## src/rtl/fill_pkg.sv

```systemverilog
// Shared encodings for the bottling-line fill sequencer: state and error codes, BCD digit width.
package fill_pkg;
  localparam int BCD_W = 4;

  typedef enum logic [2:0] {
    S_IDLE  = 3'd0,
    S_FILL  = 3'd1,
    S_INDEX = 3'd2,
    S_DONE  = 3'd3,
    S_ESTOP = 3'd4,
    S_FAULT = 3'd5
  } state_e;

  typedef enum logic [1:0] {
    ERR_NONE   = 2'd0,
    ERR_HOPPER = 2'd1,
    ERR_JAM    = 2'd2,
    ERR_ESTOP  = 2'd3
  } err_e;
endpackage

```

## src/rtl/bcd_up_counter.sv

```systemverilog
// Multi-digit BCD up counter; nxt_o is the value one increment ahead, used for target compares.
module bcd_up_counter
  import fill_pkg::*;
#(
  parameter int DIGITS = 3
) (
  input  logic                      clk_1khz,
  input  logic                      switch_clr,
  input  logic                      inc_i,
  input  logic                      clr_i,
  output logic [DIGITS*BCD_W-1:0]   value_o,
  output logic [DIGITS*BCD_W-1:0]   nxt_o
);
  logic [DIGITS*BCD_W-1:0] value_q;
  logic [DIGITS-1:0]       cin;

  for (genvar d = 0; d < DIGITS; d++) begin : g_dig
    logic [BCD_W-1:0] dig;
    assign dig = value_q[d*BCD_W +: BCD_W];
    if (d == 0) begin : g_lsd
      assign cin[d] = 1'b1;
    end else begin : g_upper
      // carry ripples only while every lower digit sits at 9
      assign cin[d] = cin[d-1] & (value_q[(d-1)*BCD_W +: BCD_W] == 4'd9);
    end
    assign nxt_o[d*BCD_W +: BCD_W] = !cin[d]      ? dig :
                                     (dig == 4'd9) ? 4'd0 : dig + 4'd1;
  end

  always_ff @(posedge clk_1khz or negedge switch_clr) begin
    if (!switch_clr)  value_q <= '0;
    else if (clr_i)   value_q <= '0;
    else if (inc_i)   value_q <= nxt_o;
  end

  assign value_o = value_q;
endmodule

```

## src/rtl/fill_sequencer.sv

```systemverilog
// Bottling-line run-time controller: hopper gate, conveyor indexing, BCD pill/bottle counts and faults.
module fill_sequencer
  import fill_pkg::*;
#(
  parameter int PILL_TIMEOUT_MS = 3000,
  parameter int INDEX_MS        = 500,
  parameter int TMR_W           = 12
) (
  input  logic        clk_1khz,
  input  logic        switch_clr,
  input  logic        start,
  input  logic        resume,
  input  logic        clear,
  input  logic [11:0] tgt_pills,
  input  logic [7:0]  tgt_bottles,
  input  logic        pill_pulse,
  input  logic        estop,
  input  logic        conveyor_stall,
  output logic        hopper_open,
  output logic        conveyor_run,
  output logic [11:0] now_pills,
  output logic [7:0]  now_bottles,
  output logic        bottle_done,
  output logic [2:0]  state_o,
  output logic [1:0]  err_code
);
  localparam logic [TMR_W-1:0] PILL_LAST  = TMR_W'(PILL_TIMEOUT_MS - 1);
  localparam logic [TMR_W-1:0] INDEX_LAST = TMR_W'(INDEX_MS - 1);

  state_e            state_q, state_d, saved_q, saved_d;
  err_e              err_q, err_d;
  logic [TMR_W-1:0]  timer_q, timer_d;
  logic              pill_prev_q;
  logic              hopper_q, conv_q, done_q, done_d;
  logic              p_inc, p_clr, b_inc, b_clr;
  logic [11:0]       p_nxt;
  logic [7:0]        b_nxt;
  logic              pill_edge;

  assign pill_edge = pill_pulse & ~pill_prev_q;

  bcd_up_counter #(.DIGITS(3)) u_pills (
    .clk_1khz   (clk_1khz),
    .switch_clr (switch_clr),
    .inc_i      (p_inc),
    .clr_i      (p_clr),
    .value_o    (now_pills),
    .nxt_o      (p_nxt)
  );

  bcd_up_counter #(.DIGITS(2)) u_bottles (
    .clk_1khz   (clk_1khz),
    .switch_clr (switch_clr),
    .inc_i      (b_inc),
    .clr_i      (b_clr),
    .value_o    (now_bottles),
    .nxt_o      (b_nxt)
  );

  always_comb begin
    state_d = state_q;
    saved_d = saved_q;
    err_d   = err_q;
    timer_d = timer_q;
    done_d  = 1'b0;
    p_inc   = 1'b0;
    p_clr   = 1'b0;
    b_inc   = 1'b0;
    b_clr   = 1'b0;
    unique case (state_q)
      S_IDLE: begin
        if (!estop && (clear || start)) begin
          p_clr   = 1'b1;
          b_clr   = 1'b1;
          timer_d = '0;
          if (!clear && tgt_pills != 12'h000 && tgt_bottles != 8'h00) state_d = S_FILL;
        end
      end
      S_FILL: begin
        if (estop) begin
          state_d = S_ESTOP;
          saved_d = S_FILL;
          err_d   = ERR_ESTOP;
        end else if (clear) begin
          state_d = S_IDLE;
          err_d   = ERR_NONE;
          timer_d = '0;
          p_clr   = 1'b1;
          b_clr   = 1'b1;
        end else if (pill_edge) begin
          // an edge on the timeout cycle wins over the hopper-empty fault
          p_inc   = 1'b1;
          timer_d = '0;
          if (p_nxt == tgt_pills) begin
            p_clr   = 1'b1;
            b_inc   = 1'b1;
            done_d  = 1'b1;
            state_d = (b_nxt == tgt_bottles) ? S_DONE : S_INDEX;
          end
        end else if (timer_q == PILL_LAST) begin
          state_d = S_FAULT;
          err_d   = ERR_HOPPER;
        end else begin
          timer_d = timer_q + 1'b1;
        end
      end
      S_INDEX: begin
        if (estop) begin
          state_d = S_ESTOP;
          saved_d = S_INDEX;
          err_d   = ERR_ESTOP;
        end else if (clear) begin
          state_d = S_IDLE;
          err_d   = ERR_NONE;
          timer_d = '0;
          p_clr   = 1'b1;
          b_clr   = 1'b1;
        end else if (conveyor_stall) begin
          state_d = S_FAULT;
          err_d   = ERR_JAM;
        end else if (timer_q == INDEX_LAST) begin
          state_d = S_FILL;
          timer_d = '0;
        end else begin
          timer_d = timer_q + 1'b1;
        end
      end
      S_DONE: begin
        if (!estop && (start || clear)) begin
          state_d = S_IDLE;
          timer_d = '0;
          p_clr   = 1'b1;
          b_clr   = 1'b1;
        end
      end
      S_ESTOP: begin
        if (!estop && clear) begin
          state_d = S_IDLE;
          err_d   = ERR_NONE;
          timer_d = '0;
          p_clr   = 1'b1;
          b_clr   = 1'b1;
        end else if (!estop && resume) begin
          state_d = saved_q;
          err_d   = ERR_NONE;
          timer_d = '0;
        end
      end
      S_FAULT: begin
        if (clear) begin
          state_d = S_IDLE;
          err_d   = ERR_NONE;
          timer_d = '0;
          p_clr   = 1'b1;
          b_clr   = 1'b1;
        end
      end
      default: state_d = S_IDLE;
    endcase
  end

  // actuators decode state_d so they switch on the same edge as the state
  always_ff @(posedge clk_1khz or negedge switch_clr) begin
    if (!switch_clr) begin
      state_q     <= S_IDLE;
      saved_q     <= S_IDLE;
      err_q       <= ERR_NONE;
      timer_q     <= '0;
      pill_prev_q <= 1'b0;
      hopper_q    <= 1'b0;
      conv_q      <= 1'b0;
      done_q      <= 1'b0;
    end else begin
      state_q     <= state_d;
      saved_q     <= saved_d;
      err_q       <= err_d;
      timer_q     <= timer_d;
      pill_prev_q <= pill_pulse;
      hopper_q    <= (state_d == S_FILL);
      conv_q      <= (state_d == S_INDEX);
      done_q      <= done_d;
    end
  end

  assign hopper_open  = hopper_q;
  assign conveyor_run = conv_q;
  assign bottle_done  = done_q;
  assign state_o      = state_q;
  assign err_code     = err_q;
endmodule

```

## config.mk

```make
export PLATFORM = sky130hd
export DESIGN_NAME = fill_sequencer
export DESIGN_NICKNAME = d
export VERILOG_FILES = /design/src/rtl/fill_pkg.sv /design/src/rtl/bcd_up_counter.sv /design/src/rtl/fill_sequencer.sv
export SDC_FILE = /design/constraint.sdc
export NUM_CORES = 1
export LEC_CHECK = 0
export ABC_AREA = 1
export CAP_MARGIN = 10
export CORE_MARGIN = 3
export CORE_UTILIZATION = 54
export CTS_CLUSTER_SIZE = 14
export DETAILED_ROUTE_END_ITERATION = 16
export PLACE_DENSITY_LB_ADDON = 0.25
export SKIP_LAST_GASP = 1
export SLEW_MARGIN = 20
export SYNTH_ARGS = -nofsm -noshare
export SYNTH_HDL_FRONTEND = slang
export SYNTH_SLANG_ARGS = --single-unit
```

## constraint.sdc

```tcl
create_clock -name clk_1khz -period 2.45 [get_ports clk_1khz]
set_input_delay 0.245 -clock clk_1khz [delete_from_list [all_inputs] [get_ports clk_1khz]]
set_output_delay 0.245 -clock clk_1khz [all_outputs]
set_load 0.005 [all_outputs]
```

==> results.md, run 1 <==
- Initial DRC Count: 238
- Critical Path End Type: register
- Vias in the first global route: 3494
- Peak per-stage delay on the critical path: 0.48 ns
- Status: complete, no violations
- Worst Path Max Fanout: 8
- FF+latch count, synth: 43
- Starting Density: 57.7%
- Die Span X: 84.1 um
- Post-synthesis sequential area ratio: 32.7%
- Clock skew: 0.00989 ns
- Hold bufs inserted after CTS: 0
- Clock Latency Late Sink: 0.30 ns
- Crit-path leading delay family: simple AND/OR/NAND/NOR gates
- Vias per cell: 5.66
- Leakage: 2.00 nW
- Root buffer cell: clkbuf_8
- DRC: 0
- Port bufs: 55
- I/O pin cnt: 56
- Via count: 3650
- Primary FF master, synth: dfrtp_1
- TNS Setup: 0 ns
- Adder-cell share of the synthesized area: 2.66%
- RR Startpoint: state_o[0]$_DFF_PN0_
- Simple-gate share of the synthesized area: 41.6%
- Nets: 607
- Critical path type: register to register
- # setup viols final: 0
- Sink Count: 43
- Most common cell after layout, fill and taps aside: nand2_1
- Hold Vio Cnt, Final: 0
- Dpl ws: 0.0562 ns
- Mux share of post-synthesis cell area: 0%
- Global-route wire length before repair: 15200 um
- Setup ws final: 0.152 ns
- Critical Path RT: 2.67 ns
- Routed Antenna Nets: 0
- Cell mode on critical path: nor2_1
- Layout cells sized above 1: 9.77%
- Final HPWL DP: 6890 um
- Post-Syn Area: 3290 um2
- Hold WC Path Type: primary input to asynchronous set/reset pin
- Synth Area in Compound Gates: 11.4%
- Critical path's slowest cell: dfrtp_1
- WL/cell: 13.8 um
- Worst slew pin tran: 1.00 ns
- WP buf/inv: 3
- Syn Inst Count: 497
- VDD IR max: 0.522 mV
- Max frequency: 0.435 GHz
- CTS max path bufs: 2
- Syn avg cell area: 6.63 um2
- Total die area: 7070 um2
- Xor and xnor fraction of the mapped netlist area: 1.33%
- Commonest non-fill, non-tap cells in the layout: nand2_1, inv_1, nand3_1
- Clock transition at path regs: 0.09 ns
- Initial antenna violation count: 0
- Max transition margin: 33.1%
- Tmin final: 2.30 ns
- Worst-path cell chain: inv_1 > nand2_1 > nor2_1 > nor2_1 > nand2_1 > nor2_1 > nand3_1 > buf_4 > nor2_1 > inv_1 > o21ai_0 > a21boi_0
- Placer Congestion: 0.929
- Reg-to-reg setup timing slack: 0.15 ns
- Post-synth EDFFs: 0
- Critical Path Source: state_o[0]$_DFF_PN0_
- CTS buffer count: 5
- Syn_nets: 532
- Largest family of logic cells by synthesized area: simple AND/OR/NAND/NOR gates
- Power per cell area: 542 nW/um2
- Fin crit share: 93.8%
- CTS tree: yes
- Core Footprint: 5710 um2
- Synth-to-layout area growth: 26.8%
- Die Ht: 84.1 um
- Async SR Flop Fraction: 100%
- Arrival @ worst endpoint: 2.52 ns
- Routed wire length: 8930 um
- H-tree levels: 2
- Pre-antenna DRT Iters: 5
- Yosys cell types: 41
- Max cap viols: 0
- Num rows: 27
- Yosys warnings: 0
- GR Overflow Total: 0
- Diode count: 0
- All-layer global routing usage: 25.6%
- CP startpoint kind: register
- Largest net degree at the start of global routing: 44
- Max-slew violations: 0
-- logic make-up after synthesis --
kind of cell               count (synthesis)
DFF                                       43
xor gates and xnor gates                   5
and+or+nand+nor                          300
buffers and inverters                     87
AOI/OAI and AO/OA                         55
adders and majority gates                  7
-- layout make-up --
type	instances	area, um2
repair buffers	71	666
clock buffers	5	68.8
well taps	72	90.1
flip-flops and latches	43	1080
fillers	442	1530
clock inverters	3	43.8
inverters	84	318
multi-input cells	367	1910
-- flip-flops by register name, indices dropped and copies added (netlist names) --
| register | flops |
|---|---|
| state_o | 3 |
| conveyor_run | 1 |
| pill_prev_q | 1 |
| hopper_open | 1 |
| timer_q | 12 |
| saved_q | 2 |
| u_pills.value_o | 12 |
| err_code | 2 |
| bottle_done | 1 |
| u_bottles.value_o | 8 |
-- timing repair --
action,4_1_cts,5_1_grt
endpoints found under the hold margin,0,0
resized for setup,0,11
buffers inserted,0,6
endpoints found under the setup margin,0,25
-- layer usage --
metal	wire length [um]	track usage, %	up-vias	share of wire (%)
met5	0	0	-	0
met4	186	9.94	0	2.1
met3	557	4.24	17	6.2
met2	4460	45.1	142	50
met1	3730	31.1	1702	42
li1	-	-	1789	-
-- synthesized netlist by cell type, types with 4 or more instances --
cell / count / share of area, %
a211oi_1: 7 / 1.6
a21oi_1: 10 / 1.5
dfrtp_1: 43 / 33
ha_1: 7 / 2.7
inv_1: 81 / 9.2
nand2_1: 132 / 15
nand3_1: 65 / 9.9
nand4_1: 15 / 2.8
nor2_1: 54 / 6.2
nor3_1: 12 / 1.8
nor4_1: 4 / 0.76
o21ai_0: 13 / 2.0
o21ai_2: 4 / 1.1
o22ai_1: 7 / 1.3
xor2_1: 5 / 1.3
-- power by group --
group	total, mW	internal [mW]	switching, mW
clock network	0.571	0.304	0.267
registers	0.847	0.778	0.0683
logic	0.848	0.356	0.491
-- metrics by stage --
stage	cells	cell area [um2]	hold slack [ns]	power [mW]	util, %
floorplan	497	3290	-0.0506	1.31	-
global placement	631	3980	0.459	1.63	69.7
detailed placement	631	3980	0.461	1.64	69.7
CTS	639	4090	0.125	2.22	71.7
global route	645	4180	0.166	2.40	73.2
finish	645	4180	0.0984	2.26	73.2
-- worst paths after layout --
kind | end | cells after the start
min in group clk_1khz | pill_prev_q$_DFF_PN0_ | 1
min | u_bottles.value_o[6]$_DFFE_PN0P_ | 1
max | timer_q[5]$_DFFE_PN0P_ | 12
max in group asynchronous | u_pills.value_o[9]$_DFFE_PN0P_ | 1
max reg2reg | timer_q[5]$_DFFE_PN0P_ | 12
min reg2reg | saved_q[1]$_DFFE_PN0P_ | 2
(Power assumes the default switching activity.)
==> run 2, diff against run 1 <==
--- a/config.mk
+++ b/config.mk
@@ -11,6 +11,7 @@
 export CORE_UTILIZATION = 54
 export CTS_CLUSTER_SIZE = 14
 export DETAILED_ROUTE_END_ITERATION = 16
+export GPL_TIMING_DRIVEN = 0
 export PLACE_DENSITY_LB_ADDON = 0.25
 export SKIP_LAST_GASP = 1
 export SLEW_MARGIN = 20
==> results.md, run 2 (synthesis results as in run 1) <==
- Die Span X: 84.1 um
- Dpl ws: -0.117 ns
- I/O pin cnt: 56
- WL/cell: 13.7 um
- Peak per-stage delay on the critical path: 0.48 ns
- Synth-to-layout area growth: 26.9%
- Critical path type: register to register
- CP startpoint kind: register
- Worst-path cell chain: ha_2 > nand3_4 > nand2_1 > nand2_1 > nand2_1 > nand2_1 > nand2_1 > nand2_1 > nor2_2 > nand2_2 > nor2_4 > nand4_4 > buf_4 > inv_1 > nand3_1 > o21ai_0
- Power per cell area: 524 nW/um2
- Pre-antenna DRT Iters: 5
- Leakage: 1.98 nW
- # setup viols final: 0
- Final HPWL DP: 6450 um
- Hold Vio Cnt, Final: 0
- Starting Density: 57.7%
- Arrival @ worst endpoint: 2.57 ns
- Max transition margin: 53.2%
- Unrepaired setup endpoints after global routing: yes
- Diode count: 0
- GR Overflow Total: 0
- Setup ws final: 0.104 ns
- Nets: 603
- Worst Path Max Fanout: 8
- Placer Congestion: 0.944
- Vias in the first global route: 3329
- Tmin final: 2.35 ns
- Commonest non-fill, non-tap cells in the layout: nand2_1, inv_1, nand3_1
- Clock Latency Late Sink: 0.31 ns
- DRC: 0
- Via count: 3627
- Clock transition at path regs: 0.08 ns
- Die Ht: 84.1 um
- Clock skew: 0.00739 ns
- Vias per cell: 5.66
- Root buffer cell: clkbuf_8
- Critical Path End Type: register
- TNS Setup: 0 ns
- Max frequency: 0.426 GHz
- Hold WC Path Type: primary input to asynchronous set/reset pin
- Cell mode on critical path: nand2_1
- Initial DRC Count: 337
- Sink Count: 43
- Fin crit share: 95.8%
- CTS max path bufs: 2
- Port bufs: 55
- Max-slew violations: 0
- CTS buffer count: 5
- Layout cells sized above 1: 10.0%
- Critical path's slowest cell: dfrtp_1
- VDD IR max: 0.402 mV
- Initial antenna violation count: 0
- Worst slew pin tran: 0.684 ns
- Max cap viols: 0
- CTS tree: yes
- Routed Antenna Nets: 0
- H-tree levels: 2
- Core Footprint: 5710 um2
- Most common cell after layout, fill and taps aside: nand2_1
- All-layer global routing usage: 24.4%
- Num rows: 27
- Status: complete, no violations
- Routed wire length: 8760 um
- Total die area: 7070 um2
- Global-route wire length before repair: 14600 um
- Largest net degree at the start of global routing: 34
- Final Total Pwr: 2.19 mW
- Critical Path RT: 2.68 ns
run 2: cell types whose count changed in the layout (fill, tap and decap cells not counted), sizes merged:
cell,previous run,this run
dlygate4sd3,0,1
clkbuf,5,7
clkinvlp,0,2
buf,17,11
clkinv,3,1
bufinv,1,0
run 2: worst paths after layout:
| kind | endpoint | cells after the start | slack (ns) | startpoint |
|---|---|---|---|---|
| max in group asynchronous | u_pills.value_o[0]$_DFFE_PN0P_ | 3 | 1.62 | switch_clr |
| min in group clk_1khz | pill_prev_q$_DFF_PN0_ | 1 | 0.40 | pill_pulse |
| setup / recovery | u_bottles.value_o[4]$_DFFE_PN0P_ | 16 | 0.10 | u_pills.value_o[4]$_DFFE_PN0P_ |
| hold reg to reg | saved_q[1]$_DFFE_PN0P_ | 2 | 0.49 | saved_q[1]$_DFFE_PN0P_ |
| hold / removal | u_bottles.value_o[6]$_DFFE_PN0P_ | 2 | 0.36 | switch_clr |
| setup reg to reg | u_bottles.value_o[4]$_DFFE_PN0P_ | 16 | 0.10 | u_pills.value_o[4]$_DFFE_PN0P_ |
run 2: through the flow:
stage	hold WS [ns]	std cells	cell area [um2]	util, %
final	0.362	641	4180	73.2
after global routing	0.374	641	4180	73.2
after CTS	0.348	637	4080	71.5
after detailed placement	0.141	625	3950	69.2
after global placement	0.468	624	3940	68.9
after floorplan	-0.0506	497	3290	-
run 2: where the power goes:
group | total, mW | switching [mW] | leakage [nW] | internal (mW)
clock | 0.462 | 0.262 | 0.0412 | 0.200
sequential | 0.846 | 0.0674 | 0.582 | 0.779
combinational | 0.883 | 0.500 | 1.35 | 0.383
total | 2.19 | 0.830 | 1.98 | 1.36
run 2: layer usage:
metal / global-route usage, % / share of wire [%] / vias to the layer above
met5: 0 / 0 / -
met4: 7.75 / 1.4 / 0
met3: 3.95 / 7.1 / 16
met2: 40.8 / 48 / 163
met1: 32.4 / 44 / 1670
li1: - / - / 1778
run 2: critical path, delay by kind of cell (launching register included):
family                     cells  cell delay [ns]
adders and majority gates      1             0.24
DFF                            1             0.48
and+or+nand+nor               12             1.16
buffers and inverters          2             0.29
AOI/OAI and AO/OA              1             0.09
run 2: final cells by class:
type                    count  area [um2]
plain buffers               3        23.8
flip-flops and latches     43        1080
clock inverters             2        12.5
fillers                   452        1530
repair buffers             64         658
clock buffers               6        72.6
inverters                  84         322
well taps                  72        90.1
multi-input cells         367        1920
run 2: timing repair:
item,4_1_cts,5_1_grt
endpoints found under the setup margin,16,36
pin swaps,1,1
setup buffers,3,3
gates cloned,0,1
resized for setup,0,18
hold buffers,1,0
hold endpoints to repair,10,0
==> run 3, diff against run 2 <==
--- a/config.mk
+++ b/config.mk
@@ -7,7 +7,6 @@
 export LEC_CHECK = 0
 export ABC_AREA = 1
 export CAP_MARGIN = 10
-export CORE_MARGIN = 3
 export CORE_UTILIZATION = 54
 export CTS_CLUSTER_SIZE = 14
 export DETAILED_ROUTE_END_ITERATION = 16
==> results.md, run 3 (synthesis results as in run 1) <==
- Status: complete, no violations
- H-tree levels: 2
- Max transition margin: 61.4%
- Critical Path RT: 2.60 ns
- Global-route wire length before repair: 14500 um
- Commonest non-fill, non-tap cells in the layout: nand2_1, inv_1, nand3_1
- Hold Vio Cnt, Final: 0
- Max-slew violations: 0
- Critical path type: register to register
- Die Ht: 80.1 um
- Fin crit share: 95.2%
- Sequential Area: 1080 um2
- Switching power: 0.811 mW
- Net Sw Frac: 36.1%
- CTS tree: yes
- Sink Count: 43
- Port bufs: 55
- VDD IR max: 0.413 mV
- Power per cell area: 538 nW/um2
- Clock skew: 0.00763 ns
- Placer Congestion: 0.939
- # fillers: 472
- Layout cells sized above 1: 9.14%
- CTS max path bufs: 2
- Pre-antenna DRT Iters: 7
- Nets: 604
- Worst Path Max Fanout: 10
- Routed Antenna Nets: 0
- Core Footprint: 5890 um2
- CP startpoint kind: register
- Combinational power share: 37.8%
- Unrepaired setup endpoints after global routing: yes
- Leakage: 1.99 nW
- Synth-to-layout area growth: 26.8%
- Critical Path End Type: register
- Hold WC Path Type: primary input to register
- Initial DRC Count: 279
- I/O pin cnt: 56
- Max frequency: 0.429 GHz
- Placed Cells: 628
- All-layer global routing usage: 29.1%
- Routed wire length: 8860 um
- WL/cell: 13.8 um
- Vias per cell: 5.69
- Total die area: 6420 um2
- GR Overflow Total: 0
- Worst slew pin tran: 0.579 ns
- Die Span X: 80.1 um
- Largest net degree at the start of global routing: 25
- Final HPWL DP: 6680 um
- Tmin final: 2.33 ns
- Share of power burned in registers: 37.8%
- Clock Latency Late Sink: 0.30 ns
- Root buffer cell: clkbuf_8
- DRC: 0
- Finished Layout Cells: 644
- Initial antenna violation count: 0
- CTS buffer count: 5
- # setup viols final: 0
- Diode count: 0
- Num rows: 28
- Via count: 3667
- Arrival @ worst endpoint: 2.49 ns
- Vias in the first global route: 3251
- Clock share of power: 24.4%
- Int Power: 1.43 mW
- Clock transition at path regs: 0.08 ns
- TNS Setup: 0 ns
- Most common cell after layout, fill and taps aside: nand2_1
- Area of the multi-input gates: 1920 um2
- Starting Density: 56.0%
- Max cap viols: 0
==> run 3: changes by cell type in the layout (fill, tap and decap cells not counted), sizes merged <==
cell,delta
buf,+2
bufinv,+1
clkbuf,-1
clkinv,-1
clkinvlp,-1
==> run 3: routing by layer <==
layer	wire length (um)	global-route usage, %	vias to the layer above
li1	-	-	1792
met4	216	12.1	0
met2	4320	48.5	152
met5	0	0	-
met1	3820	37.6	1698
met3	503	4.09	25
==> run 3: path summary, 6_finish.rpt <==
kind | from | endpoint | slack, ns | depth (start not counted)
min | pill_pulse | pill_prev_q$_DFF_PN0_ | 0.41 | 1
min in group asynchronous | switch_clr | u_bottles.value_o[6]$_DFFE_PN0P_ | 0.44 | 2
max reg2reg | u_pills.value_o[5]$_DFFE_PN0P_ | u_pills.value_o[4]$_DFFE_PN0P_ | 0.12 | 16
min reg2reg | saved_q[1]$_DFFE_PN0P_ | saved_q[1]$_DFFE_PN0P_ | 0.49 | 2
max | u_pills.value_o[5]$_DFFE_PN0P_ | u_pills.value_o[4]$_DFFE_PN0P_ | 0.12 | 16
max in group asynchronous | switch_clr | u_pills.value_o[1]$_DFFE_PN0P_ | 1.49 | 3
==> run 3: area by class of cell <==
class                      instances  share of cell area [%]
buffer                             3                   0.569
clock buffer                       6                    1.74
clock inverter                     1                   0.719
inverter                          84                    7.70
multi-input combinational        367                    45.9
sequential                        43                    25.9
tap                               75                    2.25
timing repair buffer              65                    15.3
==> run 3: timing repair <==
action                                  CTS  global route
pin swaps                                 1             0
hold buffers                              1             0
endpoints found under the setup margin   20            38
buffers inserted                          3             5
gates resized for setup                   1            14
hold endpoints to repair                 19             0
cloned                                    0             0
==> run 3: per-stage QoR <==
stage	setup slack [ns]	hold slack, ns	cell area, um2	total power, mW	util [%]
floorplan	0.336	-0.0506	3290	1.31	-
global placement	-0.0777	0.472	3940	1.59	66.9
detailed placement	-0.114	0.239	3950	1.60	67.2
CTS	0.0190	0.403	4090	2.17	69.5
global route	-0.0216	0.415	4180	2.38	71.0
finish	0.117	0.406	4180	2.25	71.0
==> run 3: power by group through the flow <==
stage                     logic (mW)  registers [mW]  clock network [mW]
after floorplan                0.463           0.847                   0
after global placement         0.731           0.856                   0
after detailed placement       0.743           0.859                   0
after CTS                      0.765           0.845               0.563
after global routing           0.935           0.856               0.589
final                          0.849           0.848               0.549
==> run 3: critical path, stage by stage, from the launching register on <==
cell and delay (ns):
dfrtp_2 0.45, inv_1 0.09, ha_1 0.20, nand3_4 0.14, nand2_1 0.09, nand2_1 0.06
nand2_1 0.11, nand2_1 0.06, nand2_1 0.09, nand2_1 0.07, nor2_2 0.11, nand2_2 0.10
nor2_4 0.15, nand4_4 0.11, nand2_4 0.15, buf_8 0.15, a211oi_1 0.05
